## config.mk

```make
export PLATFORM = sky130hd
export DESIGN_NAME = gps_uart_rx
export DESIGN_NICKNAME = d
export VERILOG_FILES = /design/src/rtl/gps_uart_rx.sv
export SDC_FILE = /design/constraint.sdc
export NUM_CORES = 1
export LEC_CHECK = 0
export CORE_MARGIN = 4
export CORE_UTILIZATION = 40
export CTS_CLUSTER_DIAMETER = 200
export DETAILED_ROUTE_END_ITERATION = 12
export SYNTH_ARGS = -nofsm -noshare
export SYNTH_HDL_FRONTEND = slang
export SYNTH_SLANG_ARGS = --single-unit
```

## constraint.sdc

```tcl
create_clock -name clk -period 5.9 [get_ports clk]
set_input_delay 1.18 -clock clk [delete_from_list [all_inputs] [get_ports clk]]
set_output_delay 1.18 -clock clk [all_outputs]
set_load 0.03 [all_outputs]
```

## src/rtl/gps_uart_rx.sv

```systemverilog
// 8N1 serial receiver for the GPS TX line: 16x oversampling, 3-sample majority vote,
// false-start rejection, framing-error and break handling.
module gps_uart_rx #(
    parameter int CLK_HZ     = 50000000,
    parameter int BAUD       = 9600,
    parameter int OVERSAMPLE = 16,
    parameter int DIV        = (CLK_HZ + (BAUD * OVERSAMPLE) / 2) / (BAUD * OVERSAMPLE)
) (
    input  logic       clk,
    input  logic       rst,
    input  logic       rx,
    output logic [7:0] rx_data,
    output logic       rx_new,
    output logic       frame_err,
    output logic       busy
);
    localparam int DW = $clog2(DIV);
    localparam logic [DW-1:0] DIV_MAX = DW'(DIV - 1);

    typedef enum logic [2:0] {
        IDLE  = 3'd0,
        START = 3'd1,
        DATA  = 3'd2,
        STOP  = 3'd3,
        BREAK = 3'd4
    } state_t;

    state_t        state_q, state_d;
    logic          rx_meta_q, rx_s_q;
    logic [DW-1:0] div_cnt_q, div_cnt_d;
    logic [3:0]    samp_q, samp_d;
    logic [1:0]    vote_q, vote_d;
    logic [2:0]    bit_idx_q, bit_idx_d;
    logic [7:0]    shreg_q, shreg_d;
    logic [7:0]    rx_data_q, rx_data_d;
    logic          rx_new_q, rx_new_d;
    logic          frame_err_q, frame_err_d;

    logic counting, tick, decide, maj;

    assign counting = (state_q == START) || (state_q == DATA) || (state_q == STOP);
    assign tick     = counting && (div_cnt_q == DIV_MAX);
    assign decide   = tick && (samp_q == 4'd9);
    // Third vote is the live sample on the deciding tick.
    assign maj      = (vote_q[0] & vote_q[1]) | (vote_q[0] & rx_s_q) | (vote_q[1] & rx_s_q);

    always_ff @(posedge clk or posedge rst) begin
        if (rst) begin
            rx_meta_q   <= 1'b1;
            rx_s_q      <= 1'b1;
            state_q     <= IDLE;
            div_cnt_q   <= '0;
            samp_q      <= '0;
            vote_q      <= '0;
            bit_idx_q   <= '0;
            shreg_q     <= '0;
            rx_data_q   <= '0;
            rx_new_q    <= 1'b0;
            frame_err_q <= 1'b0;
        end else begin
            rx_meta_q   <= rx;
            rx_s_q      <= rx_meta_q;
            state_q     <= state_d;
            div_cnt_q   <= div_cnt_d;
            samp_q      <= samp_d;
            vote_q      <= vote_d;
            bit_idx_q   <= bit_idx_d;
            shreg_q     <= shreg_d;
            rx_data_q   <= rx_data_d;
            rx_new_q    <= rx_new_d;
            frame_err_q <= frame_err_d;
        end
    end

    always_comb begin
        state_d     = state_q;
        div_cnt_d   = div_cnt_q;
        samp_d      = samp_q;
        vote_d      = vote_q;
        bit_idx_d   = bit_idx_q;
        shreg_d     = shreg_q;
        rx_data_d   = rx_data_q;
        rx_new_d    = 1'b0;
        frame_err_d = 1'b0;

        if (counting) begin
            div_cnt_d = tick ? '0 : div_cnt_q + 1'b1;
            if (tick) begin
                samp_d = samp_q + 4'd1;
                if (samp_q == 4'd7) vote_d[0] = rx_s_q;
                if (samp_q == 4'd8) vote_d[1] = rx_s_q;
            end
        end

        case (state_q)
            IDLE: begin
                div_cnt_d = '0;
                samp_d    = '0;
                if (!rx_s_q) state_d = START;
            end
            START: begin
                if (decide) begin
                    state_d   = maj ? IDLE : DATA;
                    bit_idx_d = '0;
                end
            end
            DATA: begin
                if (decide) begin
                    shreg_d   = {maj, shreg_q[7:1]};
                    bit_idx_d = bit_idx_q + 3'd1;
                    if (bit_idx_q == 3'd7) state_d = STOP;
                end
            end
            STOP: begin
                // Leaving at mid-stop lets the next start edge resync immediately.
                if (decide) begin
                    if (maj) begin
                        rx_data_d = shreg_q;
                        rx_new_d  = 1'b1;
                        state_d   = IDLE;
                    end else begin
                        frame_err_d = 1'b1;
                        state_d     = BREAK;
                    end
                end
            end
            BREAK: begin
                div_cnt_d = '0;
                samp_d    = '0;
                if (rx_s_q) state_d = IDLE;
            end
            default: state_d = IDLE;
        endcase
    end

    assign rx_data   = rx_data_q;
    assign rx_new    = rx_new_q;
    assign frame_err = frame_err_q;
    assign busy      = (state_q != IDLE);
endmodule

```

==> impl_metrics.tcl <==
set metrics [dict create \
    status "finished, final reports clean" \
    htree_levels 2 \
    synth_compound_area_share_pct 4.42 \
    grt_pass1_vias 1278 \
    slew_headroom_pct 52.3 \
    maxUsedRoutingLayer "met4" \
    synth_edf_count 0 \
    routedWlPerCell_um 14.5 \
    utilization_pct 49.3 \
    crit_path_end_kind "output pin" \
    clk_path_buf_depth 2 \
    cts_root_buf "clkbuf_8" \
    die_area_sq_um 5990 \
    holdBufCountCts 0 \
    rsz0062_at_grt "no" \
    gp_congestion 0.852 \
    yosys-mux-area-fraction_pct 11.6 \
    synth-adder-area-share_pct 5.06 \
    drv_cap 0 \
    rows 24 \
    layout_common_cells "dfrtp_1, mux2_2, clkdlybuf4s50_1" \
    drtIter0Drc 49 \
    overflow 0 \
    grt_pass1_wl_mm 6.02 \
    slowest_stage "clkdlybuf4s50_1" \
    drive_gt1_share_pct 20.3 \
    final_common_cell "dfrtp_1" \
    drt-total-wl_mm 3.32 \
    drcViolationCount 0 \
    period_minus_slack_ps 3060 \
    crit_fanout 18 \
    ios 14 \
    fp.dieH_um 77.4 \
    syn_area_per_cell_sq_um 11.9 \
    fin_tns_setup_ps 0 \
    syn_to_final_growth_pct 15.1 \
    seq_area_frac_synth_pct 53.4 \
    crit_type "flop to output pin" \
    path_cells "or3_1, clkdlybuf4s50_1" \
    max_clock_freq_mhz 327 \
    hpwl_mm 2.38 \
    synth_top_family_by_area "simple AND/OR/NAND/NOR gates" \
    wl_met1_mm 1.55 \
    vias_per_cell 5.48 \
    final_nets 186 \
    fin_skew_ps 9.25 \
    grt_max_degree 42 \
    leakage_nw 1.03 \
    required_ps 4720 \
    hold_viol_final 0 \
    start_util_pct 42.8 \
    clk_latency_ps 300 \
    finalSetupViolations 0 \
    hp-class "flop to flop" \
    ys_warn_count 0 \
    io_buffers 13 \
    synth-seq-cells 41 \
    ant_nets 0 \
    worst_pin_slew_ps 711 \
    wl_met2_mm 1.56 \
    firstDrtPassIters 4 \
    cts.clk_slew.worst_paths_ps 80 \
    vias 1256 \
    clock_sinks 41 \
    slew_viol_final 0 \
    numCtsBuffers 5 \
    grt_antenna_before_repair 0 \
    synth_area_sq_um 1930 \
    synth_nets 172 \
    finalCritPeriodShare_pct 51.9 \
    netlist-cell-type-count 37 \
    grtUsageTotal_pct 12.7 \
    wl_met3_um 111 \
    cts_tree "yes" \
    synth_xor_area_share_pct 4.55 \
    ys.flop_type "dfrtp_1" \
    p_per_area_nw_per_um2 232 \
    critical_path_arrival_ps 1880 \
    die_x_um 77.4 \
    syn_inst 162 \
    async_reset_ff_share_pct 100 \
    ir_worst_vdd_uv 142 \
    diodes 0 \
    cts_resized 0 \
    regArea_sq_um 1030 \
    synthSimpleGateAreaFrac_pct 17.9 \
    core_sq_um 4500 \
    postCtsSetupBuffers 0 \
    setup.worst_path.start_class "flop" \
    multi_input_area_sq_um 838 \
    cpPeakStageDelay_ps 600 \
    nFillCells 429 \
]
==> sequential cells by signal, indices dropped and copies added, names as in the netlist <==
name and count:
vote_q 2, bit_idx_q 3, state_q 3, samp_q 4, rx_s_q 1, frame_err 1, div_cnt_q 9, shreg_q 8
rx_new 1, rx_data 8, rx_meta_q 1
==> final cells by class <==
cell class                      count  area share (%)
Clock inverter                      3            2.09
Sequential cell                    41            46.4
Inverter                            7            1.18
Multi-Input combinational cell    106            37.8
Timing Repair Buffer               15            6.54
Clock buffer                        5            3.10
Tap cell                           52            2.93
==> routing by layer <==
metal	up-vias	global-route usage, %
met5	-	0
met3	9	3.01
li1	600	-
met1	626	15.2
met2	21	21.1
met4	0	7.30
==> path summary, 6_finish.rpt <==
kind | startpoint | to | slack (ps) | cells past startpoint
setup / recovery | state_q[2] | busy | 2840 | 2
hold / removal | rx_meta_q | rx_s_q | 360 | 0
setup reg to reg | div_cnt_q[3] | vote_q[1] | 3570 | 4
hold reg to reg | rx_meta_q | rx_s_q | 360 | 0
max in group asynchronous | rst | rx_meta_q | 4220 | 3
min in group asynchronous | rst | rx_data[0] | 1310 | 3
==> kinds of logic (layout without fill, tap and decap cells) <==
kind of cell | Yosys count | count (layout)
compound gates | 11 | 11
xor+xnor | 10 | 10
fa+ha+maj | 8 | 8
buf+inv | 15 | 30
flops | 41 | 41
mux | 20 | 20
simple gates | 57 | 57
==> through the flow <==
stage | total power, mW | instances | hold slack (ps) | setup WS [ps] | cell area, sq um
after detailed placement | 0.296 | 221 | 351 | 3180 | 2100
after global routing | 0.539 | 229 | 367 | 2740 | 2220
after CTS | 0.524 | 229 | 362 | 2830 | 2220
after floorplan | 0.292 | 162 | 345 | 3520 | 1930
final | 0.516 | 229 | 360 | 2840 | 2220
after global placement | 0.296 | 221 | 348 | 3180 | 2100
==> synth_stat cells (all sizes together), types with 2 or more instances <==
cell | count | share of area, %
or3 | 3 | 0.97
xor2 | 4 | 1.8
nor4 | 3 | 1.8
a21oi | 2 | 0.52
a32o | 3 | 1.6
a21o | 3 | 1.2
ha | 7 | 4.5
nor3 | 11 | 3.1
and3 | 3 | 0.97
dfstp | 2 | 2.7
buf | 3 | 0.78
nand3b | 2 | 0.78
nand2 | 8 | 1.9
xnor2 | 6 | 2.7
nor2b | 3 | 0.97
clkbuf | 5 | 0.97
dfrtp | 39 | 51
nor2 | 9 | 1.8
inv | 7 | 1.4
nand3 | 3 | 0.78
nor3b | 3 | 1.2
mux2 | 19 | 11
nand4 | 3 | 0.97
==> power breakdown <==
group	switching, mW	total, mW	internal, mW
Clock	0.0993	0.226	0.127
Sequential	0.000494	0.282	0.282
Combinational	0.00552	0.00728	0.00176
Total	0.105	0.516	0.410
==> worst max-delay path, delay by kind of cell (launching register included) <==
family | cells | cell delay (ps)
buf+inv | 1 | 600
flops | 1 | 590
simple gates | 1 | 400
(Power assumes the default switching activity.)
